## src/rtl/sd_arb_pkg.sv

```systemverilog
// Shared types and widths for the hps_io virtual-disk block-channel arbiter.
package sd_arb_pkg;

  typedef enum logic [1:0] {
    DRAIN,
    IDLE,
    ISSUE,
    XFER
  } sd_arb_state_t;

  localparam int SD_LBA_W = 32;
  localparam int SD_BUF_W = 8;
  localparam int SD_IDX_W = 3;

endpackage

```

## src/rtl/sd_blk_arbiter_rr_pick.sv

```systemverilog
// Combinational round-robin picker: first pending index strictly after i_last, wrapping,
// found by masking a doubled request vector and priority-encoding the lowest set bit.
module rr_pick
  import sd_arb_pkg::*;
#(
  parameter int NREQ = 4
) (
  input  logic [NREQ-1:0]     i_pending,
  input  logic [SD_IDX_W-1:0] i_last,
  output logic                o_valid,
  output logic [SD_IDX_W-1:0] o_index
);

  logic [2*NREQ-1:0] w_dbl;
  logic [2*NREQ-1:0] w_masked;

  // NOTE: every output of a combinational block gets a default first, so no path leaves it unassigned and no latch is inferred.
  always_comb begin
    w_dbl    = {i_pending, i_pending};
    w_masked = '0;
    o_index  = '0;
    // The upper copy keeps i_last itself as the last candidate, so it has the lowest priority.
    for (int j = 0; j < 2 * NREQ; j++) begin
      w_masked[j] = w_dbl[j] && (j > int'(i_last));
    end
    o_valid = |w_masked;
    for (int j = 2 * NREQ - 1; j >= 0; j--) begin
      if (w_masked[j]) begin
        o_index = (j >= NREQ) ? SD_IDX_W'(j - NREQ) : SD_IDX_W'(j);
      end
    end
  end

endmodule

```

## src/rtl/sd_blk_arbiter.sv

```systemverilog
// Round-robin arbiter sharing the hps_io block channel between NREQ drive controllers.
// Define SD_ARB_TIMEOUT_EN to abort commands that see no sd_ack within TIMEOUT_CYC cycles.
module sd_blk_arbiter
  import sd_arb_pkg::*;
#(
  parameter int          NREQ        = 4,
  parameter logic [23:0] TIMEOUT_CYC = 24'd4000000
) (
  input  logic                     clk_sys,
  input  logic                     reset,
  input  logic [NREQ-1:0]          req_rd,
  input  logic [NREQ-1:0]          req_wr,
  input  logic [NREQ*SD_LBA_W-1:0] req_lba,
  input  logic [NREQ*SD_BUF_W-1:0] req_buff_din,
  output logic [NREQ-1:0]          req_ack,
  output logic [NREQ-1:0]          req_done,
  output logic [NREQ-1:0]          req_err,
  output logic [SD_LBA_W-1:0]      sd_lba,
  output logic [NREQ-1:0]          sd_rd,
  output logic [NREQ-1:0]          sd_wr,
  input  logic                     sd_ack,
  output logic [SD_BUF_W-1:0]      sd_buff_din,
  output logic [2:0]               grant_idx,
  output logic                     busy
);

  sd_arb_state_t         r_state;
  sd_arb_state_t         w_next_state;
  logic [SD_IDX_W-1:0]   r_grant;
  logic [SD_LBA_W-1:0]   r_lba;
  logic [NREQ-1:0]       r_sd_rd;
  logic [NREQ-1:0]       r_sd_wr;
  logic [NREQ-1:0]       r_req_done;

  logic                  w_pick_valid;
  logic [SD_IDX_W-1:0]   w_pick_idx;
  logic [SD_LBA_W-1:0]   w_pick_lba;
  logic                  w_pick_wr;
  logic [NREQ-1:0]       w_pick_oh;
  logic [NREQ-1:0]       w_grant_oh;
  logic                  w_timeout;

  rr_pick #(.NREQ(NREQ)) u_pick (
    .i_pending (req_rd | req_wr),
    .i_last    (r_grant),
    .o_valid   (w_pick_valid),
    .o_index   (w_pick_idx)
  );

  always_comb begin
    w_pick_lba  = '0;
    w_pick_wr   = 1'b0;
    w_pick_oh   = '0;
    w_grant_oh  = '0;
    sd_buff_din = '0;
    for (int i = 0; i < NREQ; i++) begin
      if (w_pick_idx == SD_IDX_W'(i)) begin
        w_pick_lba   = req_lba[i*SD_LBA_W +: SD_LBA_W];
        w_pick_wr    = req_wr[i];
        w_pick_oh[i] = 1'b1;
      end
      if (r_grant == SD_IDX_W'(i)) begin
        w_grant_oh[i] = 1'b1;
        sd_buff_din   = req_buff_din[i*SD_BUF_W +: SD_BUF_W];
      end
    end
  end

  // NOTE: sequential state uses non-blocking assignments so every flop samples pre-edge values.
  always_ff @(posedge clk_sys) begin
    if (reset) r_state <= DRAIN;
    else       r_state <= w_next_state;
  end

  always_comb begin
    w_next_state = r_state;
    unique case (r_state)
      DRAIN: if (!sd_ack) w_next_state = IDLE;
      IDLE:  if (w_pick_valid) w_next_state = ISSUE;
      ISSUE: begin
        if (sd_ack)         w_next_state = XFER;
        else if (w_timeout) w_next_state = DRAIN;
      end
      XFER:  if (!sd_ack) w_next_state = IDLE;
      default: w_next_state = DRAIN;
    endcase
  end

  // When both levels are set the write wins; the read stays pending for a later grant.
  always_ff @(posedge clk_sys) begin
    if (reset) begin
      r_grant    <= '0;
      r_lba      <= '0;
      r_sd_rd    <= '0;
      r_sd_wr    <= '0;
      r_req_done <= '0;
    end else begin
      r_req_done <= '0;
      unique case (r_state)
        IDLE: begin
          if (w_pick_valid) begin
            r_grant <= w_pick_idx;
            r_lba   <= w_pick_lba;
            r_sd_wr <= w_pick_wr ? w_pick_oh : '0;
            r_sd_rd <= w_pick_wr ? '0 : w_pick_oh;
          end
        end
        ISSUE: begin
          if (sd_ack || w_timeout) begin
            r_sd_rd <= '0;
            r_sd_wr <= '0;
          end
          if (!sd_ack && w_timeout) r_req_done <= w_grant_oh;
        end
        XFER: if (!sd_ack) r_req_done <= w_grant_oh;
        default: ;
      endcase
    end
  end

`ifdef SD_ARB_TIMEOUT_EN
  logic [23:0]     r_tmo_cnt;
  logic [NREQ-1:0] r_req_err;

  always_ff @(posedge clk_sys) begin
    if (reset) begin
      r_tmo_cnt <= '0;
      r_req_err <= '0;
    end else begin
      r_tmo_cnt <= (r_state == ISSUE) ? r_tmo_cnt + 24'd1 : 24'd0;
      r_req_err <= w_timeout ? w_grant_oh : '0;
    end
  end

  assign w_timeout = (r_state == ISSUE) && !sd_ack && (r_tmo_cnt == TIMEOUT_CYC - 24'd1);
  assign req_err   = r_req_err;
`else
  logic w_unused_tmo;
  assign w_unused_tmo = ^TIMEOUT_CYC;
  assign w_timeout    = 1'b0;
  assign req_err      = '0;
`endif

  // Ack is routed from the first ack cycle (still ISSUE) so the requester sees the whole pulse.
  assign req_ack   = ((r_state == ISSUE) || (r_state == XFER)) ? (w_grant_oh & {NREQ{sd_ack}}) : '0;
  assign req_done  = r_req_done;
  assign sd_lba    = r_lba;
  assign sd_rd     = r_sd_rd;
  assign sd_wr     = r_sd_wr;
  assign grant_idx = r_grant;
  assign busy      = (r_state != IDLE);

endmodule

```

## config.mk

```make
export PLATFORM = sky130hd
export DESIGN_NAME = sd_blk_arbiter
export DESIGN_NICKNAME = d
export VERILOG_FILES = /design/src/rtl/sd_arb_pkg.sv /design/src/rtl/sd_blk_arbiter_rr_pick.sv /design/src/rtl/sd_blk_arbiter.sv
export SDC_FILE = /design/constraint.sdc
export NUM_CORES = 1
export LEC_CHECK = 0
export ABC_AREA = 1
export BUFFER_PORTS_ARGS = -buffer_cell sky130_fd_sc_hd__buf_2
export CAP_MARGIN = 20
export CORE_UTILIZATION = 38
export CTS_CLUSTER_DIAMETER = 60
export DETAILED_ROUTE_END_ITERATION = 7
export GPL_ROUTABILITY_DRIVEN = 1
export PLACE_DENSITY = 0.78
export SYNTH_ARGS = -nofsm -noshare
export SYNTH_HDL_FRONTEND = slang
export SYNTH_SLANG_ARGS = --single-unit
```

## constraint.sdc

```tcl
create_clock -name clk_sys -period 1.67 [get_ports clk_sys]
set_input_delay 0.334 -clock clk_sys [delete_from_list [all_inputs] [get_ports clk_sys]]
set_output_delay 0.334 -clock clk_sys [all_outputs]
set_load 0.05 [all_outputs]
```

==> impl_metrics.ini, run 1 <==
[detailed_routing]
detail_route.drc_violations = 0
detail-route-antenna-nets = 0
drt-initial-drc-count = 330
via_per_inst = 5.20
via_count = 4732
routed_wl_um = 13300
wl_per_cell_um = 14.6
dr.pass1.iters = 5

[final_layout]
area_growth_pct = 63.5
layout-drive-gt1-share = 0.443
final_cell_area_um2 = 5390
layout.cells.non_filler = 910
fillers = 766
final_nets = 978
n_antenna_cell = 0
register_area_um2 = 976
multi_input_area_um2 = 2240

[global_routing]
grt_pass1_wl_um = 18700
track_usage = 0.262
overflow = 0
grt_pass1_vias = 4140
grt_max_degree = 33
antenna_found_initial = 0

[placed_design]
dp_slack_ns = -0.153
dp_cells = 894
gp_congestion = 0.915
post_dp_cell_area_um2 = 4890
post-dp-hpwl_um = 9820
place.port_buffers = 229

[cts]
clk_path_buf_depth = 2
cts.hold.buffers_added = 0
clk_pin_slew_ns = 0.10
h-tree-depth = 2
cts_sinks = 48
numCtsBuffers = 5
cts_tree = done
clock_latency_ns = 0.31
cts_root_buffer = clkbuf_8

[timing]
hold_slack_ns = 0.315
period_share = 1.03
fin_ws_ns = -0.0575
fin_crit_ns = 1.73
rsz0062_at_grt = yes
drv_slew = 0
hold_viol = 0
clock_skew_ns = 0.0175
maxClockFrequency_mhz = 579
setup_violations = 14

[floorplanning]
start_util = 0.397
die_w_um = 95.1
placement_rows = 33
die_area_um2 = 9050
boundaryPins = 235
die_y_um = 95.1
placeableCoreArea_um2 = 8300

[run]
cap_viol_max_count = 0

[synthesis]
ys_ff_latch = 48
syn_avg_cell_area_um2 = 5.99
syn_inst = 550
yosysSeqAreaShare = 0.292
syn_area_um2 = 3290
yosys_warnings = 0
synth_cell_types = 29

[critical_path]
cp-start-kind = flop
critPathKind = flop to flop
r2r_cells = 9
cp.arrival_ns = 1.97
cp_max_fo = 17
cp-end-kind = flop
crit_required_ns = 1.92

[min_path]
hold_class = primary input to flop
hold_path_depth = 5

[outcome]
violations = setup timing
status = finished, violations left

[pwr]
leakagePower_nw = 2.70
peakVddDrop_mv = 0.846
totalPowerFinal_mw = 9.54
cellPowerDensity_nw_per_um2 = 1770
-- repair_timing --
action	4_1_cts	5_1_grt
gates cloned	0	2
pin swaps	4	21
gates resized for setup	41	48
setup endpoints to repair	22	49
buffers inserted	2	4
-- logic make-up (layout without fill, tap and decap cells) --
logic type	after synthesis	count (layout)	share of synthesized area
AND/OR/NAND/NOR	362	362	0.488
flip-flops	48	48	0.292
other	1	5	0.00114
adder cells (fa/ha/maj)	3	3	0.0114
buffers and inverters	66	317	0.0957
AO/OA/AOI/OAI	70	70	0.112
-- worst max-delay path: stages (launching register included) --
cell and delay [ns]:
dfxtp_4 0.44, inv_4 0.06, o21ai_2 0.13, nand3_4 0.14, nand2_1 0.15, buf_12 0.18, nand4_1 0.21, nand3_1 0.18
nand2_1 0.07, a21oi_1 0.11
-- cell type report --
class                   count  share of cell area
clock buffers               7              0.0160
clock inverters             1             0.00139
inverters                  29              0.0242
multi-input cells         440               0.416
flip-flops and latches     48               0.181
well taps                 105              0.0244
repair buffers            280               0.336
-- report_power, final --
group,switching [mW],internal [mW],leakage [nW]
clock,0.415,0.338,0.0445
sequential,0.245,1.48,0.394
combinational,4.51,2.55,2.26
total,5.17,4.37,2.70
-- placed cells by master (no fill, tap or decap), types with 3 or more instances in the layout --
cell type / Yosys / routed
buf_2: 16 / 216
nand2_1: 165 / 155
nor2_1: 79 / 71
nand3_1: 70 / 64
dfxtp_1: 48 / 44
a21oi_1: 40 / 32
nand4_1: 30 / 30
buf_4: 10 / 29
buf_6: 1 / 22
inv_1: 20 / 15
o21ai_0: 16 / 15
o21ai_1: 11 / 11
nand2_2: 4 / 10
buf_12: 0 / 10
nor2_4: 3 / 9
a21oi_2: 0 / 8
inv_2: 8 / 7
nand3_2: 1 / 6
clkbuf_8: 0 / 6
inv_4: 1 / 5
nor2_2: 3 / 5
conb_1: 1 / 5
nand2_4: 1 / 4
dfxtp_4: 0 / 4
nand3b_1: 3 / 3
-- flip-flops by register name (all words and copies together), names as in the netlist --
register and flops:
req_done 4, r_state 2, grant_idx 2, sd_rd 4
sd_lba 32, sd_wr 4
-- cells in the mapped netlist (all sizes together) --
cell type,n,area share
clkbuf,10,0.011
inv,29,0.034
conb,1,0.0011
ha,3,0.011
a22oi,1,0.0023
dfxtp,48,0.29
buf,27,0.051
nand3,72,0.11
o21ai,28,0.044
nand2,170,0.20
nand3b,3,0.0068
nand4,30,0.057
nor3,1,0.0030
or2,1,0.0019
a21oi,41,0.066
nor2,85,0.11
-- per-layer routing --
layer  share of wire  global-route usage
met4           0.026              0.0884
met5               0                   0
met1            0.39               0.326
met2            0.50               0.458
met3           0.081              0.0407
-- worst paths after layout --
kind / start / endpoint / slack [ns]
max: grant_idx[1]$_SDFFE_PP0P_ / sd_lba[7]$_SDFFE_PP0P_ / -0.06
max reg2reg: grant_idx[1]$_SDFFE_PP0P_ / sd_lba[7]$_SDFFE_PP0P_ / -0.06
min: req_lba[58] / sd_lba[26]$_SDFFE_PP0P_ / 0.32
min reg2reg: sd_lba[20]$_SDFFE_PP0P_ / sd_lba[20]$_SDFFE_PP0P_ / 0.47
-- through the flow --
step,TNS (ns),util
floorplan,-0.0126,-
global placement,-2.31,0.589
detailed placement,-4.84,0.589
CTS,-0.144,0.617
global route,-3.54,0.649
finish,-0.336,0.649
No activity file was read; power rests on OpenSTA's default activity.
==> run 2, diff against run 1 <==
- CORE_MARGIN: not set -> 5
==> run 2 against run 1 <==
Effect of this change: the run still ends with setup timing left; register-to-register slack improved by 0.05 ns; critical path type is now flop to primary output; core utilization increased by 0.15 points; sequential share of layout area decreased by 0.75 points.
==> impl_metrics.ini, run 2 (synthesis gave the netlist of run 1 again) <==
[outcome]
violations = setup timing
status = finished, violations left

[cts]
numCtsBuffers = 5
clk_pin_slew_ns = 0.09
cts_tree = done
cts_root_buffer = clkbuf_8
cts_sinks = 48
clk_path_buf_depth = 2
cts.hold.buffers_added = 0
clock_latency_ns = 0.29
h-tree-depth = 2

[placed_design]
post_dp_cell_area_um2 = 4830
gp_congestion = 0.901
place.port_buffers = 229
post-dp-hpwl_um = 10500

[run]
cap_viol_max_count = 0

[final_layout]
final_cell_area_um2 = 5590
final_util = 0.650
area_growth_pct = 69.7
n_antenna_cell = 0
largest_reg_flops = 32
final_common_cell = buf_2
final_cell_mix = buf_2, nand2_1, nand3_1, nor2_1, dfxtp_1
fillers = 754
final_nets = 985
layout-drive-gt1-share = 0.459

[floorplanning]
placeableCoreArea_um2 = 8590
die_area_um2 = 10600
die_w_um = 103
placement_rows = 34
start_util = 0.383
die_y_um = 103
boundaryPins = 235

[global_routing]
overflow = 0
grt_pass1_wl_um = 20200
grt_max_degree = 38
antenna_found_initial = 0
grt_pass1_vias = 4629
track_usage = 0.234

[pwr]
pwr-share-seq = 0.173
totalPowerFinal_mw = 9.86
p_int_mw = 4.56
pwr-share-comb = 0.755
clock_power_share = 0.072
p_sw_frac = 0.538
cellPowerDensity_nw_per_um2 = 1760
leakagePower_nw = 2.76
peakVddDrop_mv = 0.856
p_sw_mw = 5.30

[critical_path]
path_cells = buf_6, nor2_4, buf_6, nand2_1, nand4_1, buf_6
cpPeakStageDelay_ns = 0.40
cp_num_buf_inv = 3
cp_max_fo = 8
crit_family = buffers and inverters
critPathKind = flop to primary output
cp.arrival_ns = 1.39
crit_slowest_cell = dfxtp_4
cp-end-kind = primary output
cpMostUsedCell = buf_6
cp-start-kind = flop
crit_required_ns = 1.34

[detailed_routing]
wl_per_cell_um = 15.6
via_per_inst = 5.25
detail_route.drc_violations = 0
dr.pass1.iters = 5
via_count = 4833
routed_wl_um = 14400
detail-route-antenna-nets = 0
drt-initial-drc-count = 260

[timing]
period_share = 1.03
drv_slew = 0
maxClockFrequency_mhz = 580
clock_skew_ns = 0.0102
fin_crit_ns = 1.72
fin_ws_ns = -0.0537
hold_viol = 0
rsz0062_at_grt = yes
tns_ns = -0.309
hold_slack_ns = 0.251
setup_violations = 15

[min_path]
hold_class = primary input to flop
[run 2: cell count changes in the layout (fill, tap and decap cells not counted), moves of 3 or more]
cell,previous run,this run
nand2_1,155,158
nand2_2,10,5
nor2_2,5,12
o21ai_0,15,12
o21ai_1,11,14
nor2_1,71,60
nor2_4,9,13
[run 2: final timing paths]
check                                               start  slack (ns)                       to  cells after the start
worst max-delay path            grant_idx[1]$_SDFFE_PP0P_       -0.05           sd_buff_din[5]                      6
worst min-delay path                                reset        0.25  r_state[1]$_SDFFE_PP0P_                      2
worst max register to register  grant_idx[1]$_SDFFE_PP0P_       -0.01   sd_lba[9]$_SDFFE_PP0P_                     12
worst min register to register      sd_rd[2]$_SDFFE_PP0P_        0.46    sd_rd[2]$_SDFFE_PP0P_                      2
[run 2: repair_timing]
action,in CTS,in global routing
cloned,0,5
buffers inserted,4,12
endpoints found under the setup margin,20,52
resized for setup,34,83
pin swaps,2,28
[run 2: layout make-up]
type	instances	area [um2]	area share
inverters	29	135	0.0242
flip-flops and latches	48	971	0.174
repair buffers	287	1940	0.346
clock buffers	8	90.1	0.0161
multi-input cells	440	2320	0.415
well taps	108	135	0.0242
[run 2: power groups by stage]
stage / sequential, mW / combinational, mW / clock, mW
final: 1.71 / 7.44 / 0.711
after global routing: 1.75 / 7.96 / 0.787
after CTS: 1.68 / 6.34 / 0.724
after detailed placement: 1.70 / 6.02 / 0
after global placement: 1.69 / 5.90 / 0
after floorplan: 2.67 / 3.28 / 0
[run 2: metrics by stage]
step	worst slack [ns]	instances
after detailed placement	-0.181	892
after CTS	-0.0558	904
final	-0.0537	920
after global placement	-0.159	892
after global routing	-0.133	920
after floorplan	-0.00318	554
[run 2: layer usage]
metal	wire length (um)	track usage	part of all wire
met4	444	0.0876	0.031
met3	1080	0.0447	0.075
met1	5680	0.283	0.40
met2	7160	0.408	0.50
met5	0	0	0
==> run 3, diff against run 2 <==
- ABC_AREA: 1 -> not set
- CORE_UTILIZATION: 38 -> 37
==> run 3 against run 2 <==
Effect of this change: the flow still finishes with violations (setup timing); clock skew up 0.0058 ns; first-iteration DRC count down 40%; register-to-register slack worse by 0.23 ns; sequential power about the same; count of clock-buffer cells in the layout down 2; worst setup slack worse by 0.22 ns; cell count down 22%; maximum frequency down 11%; power down 13%; highest routed layer unchanged.
==> impl_metrics.ini, run 3 <==
[final_layout]
n_antenna_cell = 0
largest_reg_flops = 32
final_nets = 787
multi_input_area_um2 = 2310
final_cell_mix = buf_2, buf_4, nor2_1, dfxtp_1, a221o_1
layout.cells.non_filler = 719
final_common_cell = buf_2
area_growth_pct = 81.8
fillers = 620
layout-drive-gt1-share = 0.664
register_area_um2 = 973

[pwr]
clock_power_share = 0.116
totalPowerFinal_mw = 8.55
pwr-share-seq = 0.201
peakVddDrop_mv = 0.871
p_sw_frac = 0.462
p_sw_mw = 3.95
p_int_mw = 4.60
pwr-share-comb = 0.683
cellPowerDensity_nw_per_um2 = 1500
leakagePower_nw = 2.74

[synthesis]
async_reset_ff_frac = 0
yosysTopAreaCellShare = 0.306
synth_edf_count = 0
syn_area_um2 = 3140
synth_flop_cell = dfxtp_1
syn_avg_cell_area_um2 = 9.75
syn_inst = 322
synth_largest_area_cell = dfxtp_1
yosys_warnings = 0
yosysSeqAreaShare = 0.306
synthTopCellsByCount = nor2_1, dfxtp_1, a221o_1, mux2i_1, mux2_4
ys_ff_latch = 48
synth_area_leaders = dfxtp_1, a221o_1, mux2i_1
synth_cell_types = 54
yosysMostFrequentCell = nor2_1

[timing]
period_share = 1.16
clock_skew_ns = 0.0161
hold_viol = 0
drv_slew = 0
setup_violations = 48
fin_ws_ns = -0.272
maxClockFrequency_mhz = 515
rsz0062_at_grt = yes
fin_crit_ns = 1.94

[cts]
clk_path_buf_depth = 2
clock_latency_ns = 0.31
h-tree-depth = 2
cts_sinks = 48
cts_tree = done
numCtsBuffers = 5
cts_root_buffer = clkbuf_8
cts.hold.buffers_added = 0
clk_pin_slew_ns = 0.11

[placed_design]
post-dp-hpwl_um = 9790
dp_cells = 689
place.port_buffers = 229
gp_congestion = 0.896

[critical_path]
cp_max_fo = 10
path_cells = buf_12, mux4_2, buf_6
cp.arrival_ns = 1.61
cp_num_buf_inv = 2
cp-end-kind = primary output
crit_family = multiplexers
crit_slowest_cell = mux4_2
critPathKind = flop to primary output
cpPeakStageDelay_ns = 0.55
crit_required_ns = 1.34
cp-start-kind = flop

[floorplanning]
placement_rows = 33
die_area_um2 = 10400
die_y_um = 102
die_w_um = 102
placeableCoreArea_um2 = 8260
start_util = 0.380
boundaryPins = 235

[global_routing]
track_usage = 0.231
grt_pass1_vias = 3910
grt_max_degree = 24
grt_pass1_wl_um = 19000
antenna_found_initial = 0
overflow = 0

[detailed_routing]
detail_route.drc_violations = 0
via_per_inst = 5.29
via_count = 3802
drt-initial-drc-count = 157
routed_wl_um = 13600
wl_per_cell_um = 18.9
dr.pass1.iters = 4
detail-route-antenna-nets = 0

[min_path]
hold_class = primary input to flop

[run]
cap_viol_max_count = 0

[outcome]
status = finished, violations left
violations = setup timing
run 3: changes by cell type in the layout (fill, tap and decap cells not counted), sizes merged, moves of 8 or more:
cell   delta
a21oi    -30
a221o    +31
buf      +24
inv      -20
mux2     +27
mux2i    +31
mux4      +8
nand2   -159
nand3    -65
nand4    -29
nor2     -31
o21ai    -20
run 3: metal layers:
metal / vias to the layer above / GRT usage / share of wire
li1: 1787 / - / -
met1: 1849 / 0.263 / 0.38
met2: 143 / 0.439 / 0.53
met3: 23 / 0.0389 / 0.063
met4: 0 / 0.0676 / 0.022
met5: - / 0 / 0
run 3: stage by stage:
step	TNS, ns	util	instance area, um2	hold slack (ns)	worst slack [ns]
floorplan	-10.08	-	3330	0.482	-0.308
finish	-9.22	0.691	5710	0.349	-0.272
detailed placement	-19.94	0.597	4930	0.455	-0.552
global route	-13.17	0.691	5710	0.355	-0.345
global placement	-17.09	0.597	4930	0.442	-0.475
CTS	-8.13	0.665	5490	0.294	-0.247
run 3: repair_timing:
action	4_1_cts	5_1_grt
buffers inserted	11	8
pin swaps	9	19
endpoints found under the setup margin	49	55
resized for setup	71	34
endpoints found under the hold margin	0	0
gates cloned	3	2
run 3: cell type report:
| class | count | area share |
|---|---|---|
| Timing Repair Buffer | 310 | 0.372 |
| Sequential cell | 48 | 0.171 |
| Clock inverter | 2 | 0.00680 |
| Inverter | 8 | 0.00636 |
| Multi-Input combinational cell | 240 | 0.404 |
| Tap cell | 105 | 0.0230 |
| Clock buffer | 6 | 0.0164 |
run 3: power by group through the flow:
stage / Sequential, mW / Clock [mW] / Combinational, mW
after floorplan: 2.75 / 0 / 2.41
after global placement: 1.69 / 0 / 4.79
after detailed placement: 1.71 / 0 / 4.87
after CTS: 1.70 / 1.01 / 5.54
after global routing: 1.74 / 1.05 / 6.13
final: 1.71 / 0.993 / 5.84
run 3: worst paths after layout:
| path | start | end | slack (ns) | cells after the start |
|---|---|---|---|---|
| worst min-delay path | req_lba[68] | sd_lba[4]$_SDFFE_PP0P_ | 0.35 | 4 |
| worst max-delay path | grant_idx[0]$_SDFFE_PP0P_ | sd_buff_din[6] | -0.27 | 3 |
| worst min register to register | sd_rd[3]$_SDFFE_PP0P_ | sd_rd[3]$_SDFFE_PP0P_ | 0.48 | 2 |
| worst max register to register | grant_idx[0]$_SDFFE_PP0P_ | sd_lba[3]$_SDFFE_PP0P_ | -0.24 | 7 |
run 3: cell families after synthesis:
| logic type | count (synthesis) | synth area share |
|---|---|---|
| buffers and inverters | 38 | 0.0666 |
| multiplexers | 66 | 0.277 |
| flip-flops | 48 | 0.306 |
| other | 1 | 0.00119 |
| adder cells (fa/ha/maj) | 3 | 0.0120 |
| AND/OR/NAND/NOR | 98 | 0.155 |
| AO/OA/AOI/OAI | 68 | 0.183 |
run 3: worst min-delay path, cell delays in order:
cell and delay, ns:
buf_2 0.07, mux2i_1 0.05, nor2_1 0.08, a221o_1 0.10
